**src/rtl/scroll_scheduler.sv**
```systemverilog
// Per-frame scroll sequencer: on each vsync rising edge while running, advances the
// ground/obstacle offset modulo PERIOD and ramps scroll speed every RAMP_FRAMES frames.
module scroll_scheduler #(
  parameter int unsigned PERIOD      = 160,
  parameter int unsigned SPEED_INIT  = 6,
  parameter int unsigned SPEED_MAX   = 12,
  parameter int unsigned RAMP_FRAMES = 600,
  parameter int unsigned POS_W       = 10
) (
  input  logic             clk,
  input  logic             rst_n,
  input  logic             vsync,
  input  logic [1:0]       state,
  output logic [POS_W-1:0] pos,
  output logic [3:0]       speed,
  output logic             frame_tick,
  output logic             running
);

  localparam int unsigned RAMP_W = (RAMP_FRAMES > 1) ? $clog2(RAMP_FRAMES) : 1;

  localparam logic [1:0] ST_IDLE = 2'd0;
  localparam logic [1:0] ST_RUN  = 2'd1;
  localparam logic [1:0] ST_HALT = 2'd2;

  localparam logic [POS_W:0]    PERIOD_W     = (POS_W+1)'(PERIOD);
  localparam logic [3:0]        SPEED_INIT_W = 4'(SPEED_INIT);
  localparam logic [3:0]        SPEED_MAX_W  = 4'(SPEED_MAX);
  localparam logic [RAMP_W-1:0] RAMP_LAST    = RAMP_W'(RAMP_FRAMES - 1);

  logic [1:0]        fsm_q, fsm_d;
  logic              vsync_q;
  logic [POS_W-1:0]  pos_q, pos_d;
  logic [3:0]        speed_q, speed_d;
  logic [RAMP_W-1:0] ramp_q, ramp_d;
  logic              tick_q, tick_d;
  logic              running_q, running_d;
  logic              vs_rise_c;
  logic [POS_W:0]    sum_c;

  // Next state follows the game-state input directly; 01 and 10 both mean running.
  always_comb begin
    fsm_d = ST_RUN;
    case (state)
      2'b00:   fsm_d = ST_IDLE;
      2'b11:   fsm_d = ST_HALT;
      default: fsm_d = ST_RUN;
    endcase
  end

  // Frame update and speed ramp; decisions use the FSM value registered before this edge.
  always_comb begin
    vs_rise_c = vsync & ~vsync_q;
    sum_c     = (POS_W+1)'(pos_q) + (POS_W+1)'(speed_q);
    pos_d     = pos_q;
    speed_d   = speed_q;
    ramp_d    = ramp_q;
    tick_d    = 1'b0;
    running_d = (fsm_d == ST_RUN);
    case (fsm_q)
      ST_IDLE: begin
        speed_d = SPEED_INIT_W;
        ramp_d  = '0;
      end
      ST_RUN: begin
        if (vs_rise_c) begin
          pos_d  = (sum_c >= PERIOD_W) ? POS_W'(sum_c - PERIOD_W) : POS_W'(sum_c);
          tick_d = 1'b1;
          if (ramp_q == RAMP_LAST) begin
            ramp_d  = '0;
            speed_d = (speed_q < SPEED_MAX_W) ? speed_q + 4'd1 : SPEED_MAX_W;
          end else begin
            ramp_d = ramp_q + RAMP_W'(1);
          end
        end
      end
      default: ;
    endcase
  end

  // vsync history resets high so a vsync already asserted at reset release is not an edge.
  always_ff @(posedge clk or negedge rst_n) begin
    if (!rst_n) begin
      fsm_q     <= ST_IDLE;
      vsync_q   <= 1'b1;
      pos_q     <= '0;
      speed_q   <= SPEED_INIT_W;
      ramp_q    <= '0;
      tick_q    <= 1'b0;
      running_q <= 1'b0;
    end else begin
      fsm_q     <= fsm_d;
      vsync_q   <= vsync;
      pos_q     <= pos_d;
      speed_q   <= speed_d;
      ramp_q    <= ramp_d;
      tick_q    <= tick_d;
      running_q <= running_d;
    end
  end

  assign pos        = pos_q;
  assign speed      = speed_q;
  assign frame_tick = tick_q;
  assign running    = running_q;

endmodule

```
**config.mk**
```make
export PLATFORM = sky130hd
export DESIGN_NAME = scroll_scheduler
export DESIGN_NICKNAME = d
export VERILOG_FILES = /design/src/rtl/scroll_scheduler.sv
export SDC_FILE = /design/constraint.sdc
export NUM_CORES = 1
export LEC_CHECK = 0
export ABC_AREA = 1
export ABC_CLOCK_PERIOD_IN_PS = 4000
export CAP_MARGIN = 20
export CORE_ASPECT_RATIO = 1.5
export CORE_MARGIN = 2
export CORE_UTILIZATION = 55
export CTS_BUF_LIST = sky130_fd_sc_hd__clkbuf_4
export CTS_CLUSTER_SIZE = 28
export DETAILED_ROUTE_END_ITERATION = 8
export PLACE_DENSITY = 0.79
export SLEW_MARGIN = 0
export SYNTH_ARGS = -nofsm -noshare
export SYNTH_HDL_FRONTEND = slang
export SYNTH_SLANG_ARGS = --single-unit
```
**constraint.sdc**
```tcl
create_clock -name clk -period 4 [get_ports clk]
set_input_delay 0.4 -clock clk [delete_from_list [all_inputs] [get_ports clk]]
set_output_delay 0.4 -clock clk [all_outputs]
set_load 0.02 [all_outputs]
```
==> run summary <==
CTS
* **number of buffers added to fix hold violations after cts** 0
* **TritonCTS Buffers** 3
* **clock tree from TritonCTS** done
* **clock transition time at the flip-flop clock pins of the worst setup and hold paths** 150 ps
* **clock tree root buffer cell** clkbuf_4
* **number of sinks driven by the clock tree** 28
* **setup fix buffers added after clock tree synthesis** 0
* **count of instances resized after the clock tree is built** 0
* **maximum number of buffers from clock root to sink** 2
* **clock insertion delay at the later pin of the skew report** 330 ps
* **CTS H-tree lvls** 1

Outcome
* **outcome** complete, no violations

Pwr
* **total chip power** 1.41 mW
* **static leakage power** 0.982 nW
* **pwr dens** 677 nW/um^2
* **VDD IR-drop max** 466 uV

Yosys
* **count of state elements after synthesis** 28
* **nets in the synthesized netlist** 239
* **Syn Area/Cell** 7.90 sq um
* **post-synthesis mux area share** 0
* **count of yosys warnings during synthesis** 0
* **simple-gate share of the synthesized area** 0.342
* **area fraction in compound gates after synthesis** 0.0937
* **mapped cell area** 1780 sq um
* **xor/xnor cell area share of the yosys netlist** 0.0289
* **main combinational cell family by area after synthesis** simple AND/OR/NAND/NOR gates
* **adder-cell share of the synthesized area** 0.0676
* **register area share after synthesis** 0.396
* **Distinct cells, synth** 33
* **gate count after technology mapping** 225

Critical path
* **cell chain of the critical path** ha_1, fa_1, nand3_1, nand2_2, nand3_1, nand2_1, inv_1, ha_1, inv_1, nand3_2, nand2_2, nor2_4, nand3_2, nand2_1, nand2_1, nand2_1, nand2_1
* **crit path kind** register to register
* **cell with the biggest individual delay on the critical path** dfrtp_1
* **Crit path required time** 4250 ps
* **CP Launch Type** register
* **critical path endpoint category** register
* **peak fanout along the critical path** 6
* **Worst path most repeated cell** nand2_1
* **Largest stage delay, worst path** 460 ps
* **worst endpoint data arrival time** 2750 ps

Worst hold path
* **type of the worst min-delay path** input port to async pin

Floorplan
* **I/O pins** 21
* **total core area** 3130 sq um
* **overall die width** 50.4 um
* **initial cell density of the core** 0.568
* **count of standard-cell rows** 25
* **die height** 73.6 um
* **Die ar.** 3710 sq um

Place
* **instance area at placement** 2030 sq um
* **Final GP Congestion** 0.854
* **worst setup slack after placement** 1530 ps
* **HPWL Detailed** 2830 um
* **Placed Cells incl. Taps** 285
* **Port Buffers** 20

Timing
* **total count of max-transition violations in the final report** 0
* **setup repair after global routing missed its margin** false
* **Sum Neg Setup Slack** 0 ps
* **Final Hold Viols** 0
* **setup skew after layout** 4.15 ps
* **Worst-Margin Slew** 656 ps
* **portion of the clock cycle consumed by the worst path in the final layout** 0.624
* **worst slew margin relative to its limit** 0.561
* **Finish-stage setup viols** 0
* **Highest Clock Rate** 400 MHz
* **crit path setup slack, layout** 1500 ps
* **final critical path time including I/O delays and setup** 2500 ps

Global routing
* **pin count of the biggest net entering global routing** 19
* **overall fraction of global-route tracks in use** 0.239
* **vias in the first global route** 1513
* **number of antenna violations at the first check in global routing** 0
* **global-route wire length before repair** 6770 um
* **sum of overflow across all layers after global routing** 0

Final layout
* **Finished Cell Area** 2080 sq um
* **number of antenna repair diodes** 0
* **non-filler instance count after layout** 289
* **share of layout cells above drive strength 1** 0.157
* **Layout Area Growth over Synthesis** 17.2%
* **Layout Nets** 264

Routing
* **First-pass DRT Iterations** 4
* **via count** 1516
* **Iteration-0 DRC Markers** 34
* **routed wire length per instance** 13.2 um
* **count of nets left with antenna violations after detail routing** 0
* **final WL** 3820 um
* **Vias per Instance** 5.25
* **count of unresolved DRC violations after routing** 0

Job
* **count of maximum capacitance violations** 0

-- final timing paths --
path / cells after the start / slack, ps / endpoint / start
hold / removal: 1 / 370 / pos[0] / rst_n
setup / recovery: 17 / 1500 / pos[7] / speed[0]
min in group clk: 1 / 470 / vsync_q / vsync
max in group asynchronous: 2 / 2950 / vsync_q / rst_n
setup reg to reg: 17 / 1500 / pos[7] / speed[0]
hold reg to reg: 2 / 530 / pos[2] / pos[2]
-- where the power goes --
group | switching (mW) | total, mW | internal (mW) | leakage (nW)
Sequential | 0.0978 | 0.450 | 0.352 | 0.359
Combinational | 0.463 | 0.772 | 0.309 | 0.595
Clock | 0.0852 | 0.187 | 0.101 | 0.0279
-- critical path, delay by kind of cell (launching register included) --
| family | cells | cell delay (ps) |
|---|---|---|
| flip-flops | 1 | 460 |
| AND/OR/NAND/NOR | 12 | 990 |
| buffers and inverters | 2 | 150 |
| adder cells (fa/ha/maj) | 3 | 820 |
-- cells in the mapped netlist, drive strengths merged --
| cell | number | area, sq um |
|---|---|---|
| ha | 8 | 100 |
| buf | 1 | 5.00 |
| xor2 | 3 | 33.8 |
| nand4 | 7 | 43.8 |
| o21a | 2 | 15.0 |
| and3 | 1 | 6.26 |
| dfrtp | 25 | 626 |
| inv | 31 | 116 |
| xnor2 | 2 | 17.5 |
| a21oi | 12 | 67.6 |
| clkinv | 1 | 5.00 |
| dfstp | 3 | 78.8 |
| nor2 | 23 | 124 |
| nor3 | 4 | 36.3 |
| a31oi | 2 | 12.5 |
| nand2 | 65 | 262 |
| o21ai | 10 | 53.8 |
| fa | 1 | 20.0 |
| o31ai | 1 | 7.51 |
| or2 | 1 | 6.26 |
| nand3 | 21 | 130 |
| a32o | 1 | 10.0 |
-- registers in the layout, indices dropped and copies added (netlist names) --
| name | flops |
|---|---|
| ramp_q | 10 |
| pos | 10 |
| speed | 4 |
| fsm_q | 1 |
| vsync_q | 1 |
| frame_tick | 1 |
| running | 1 |
-- cells by family (layout without fill, tap and decap cells) --
kind of cell,count (synthesis),after routing
XOR/XNOR,5,5
AO/OA/AOI/OAI,28,28
buffers and inverters,33,57
adder cells (fa/ha/maj),9,9
AND/OR/NAND/NOR,122,122
flip-flops,28,28
-- through the flow --
stage           util  hold slack, ps
2_1_floorplan      -             104
3_3_place_gp   0.649             491
3_5_place_dp   0.649             505
4_1_cts        0.666             381
5_1_grt        0.666             408
6_report       0.666             373
-- cells in the final DEF (no fill, tap or decap), types with 3 or more instances in the layout --
master and n:
a21oi_1 10, clkbuf_4 3, clkdlybuf4s50_1 20, dfrtp_1 25, dfstp_2 3, ha_1 8
inv_1 26, inv_2 5, nand2_1 58, nand2_2 7, nand3_1 16, nand3_2 5
nand4_1 7, nor2_1 16, nor2_2 3, nor2_4 4, o21ai_0 7
-- cell type report --
cell class,count,area (sq um)
Tap cell,40,50.0
Sequential cell,28,704
Inverter,32,121
Timing Repair Buffer,21,208
Multi-Input combinational cell,164,946
Clock buffer,3,22.5
Fill cell,253,1050
Clock inverter,1,30.0
-- routing by layer --
metal | share of wire | up-vias | track usage
li1 | - | 777 | -
met1 | 0.41 | 694 | 0.280
met2 | 0.52 | 30 | 0.427
met3 | 0.024 | 15 | 0.0244
met4 | 0.040 | 0 | 0.123
met5 | 0 | - | 0
(Power assumes the default switching activity.)
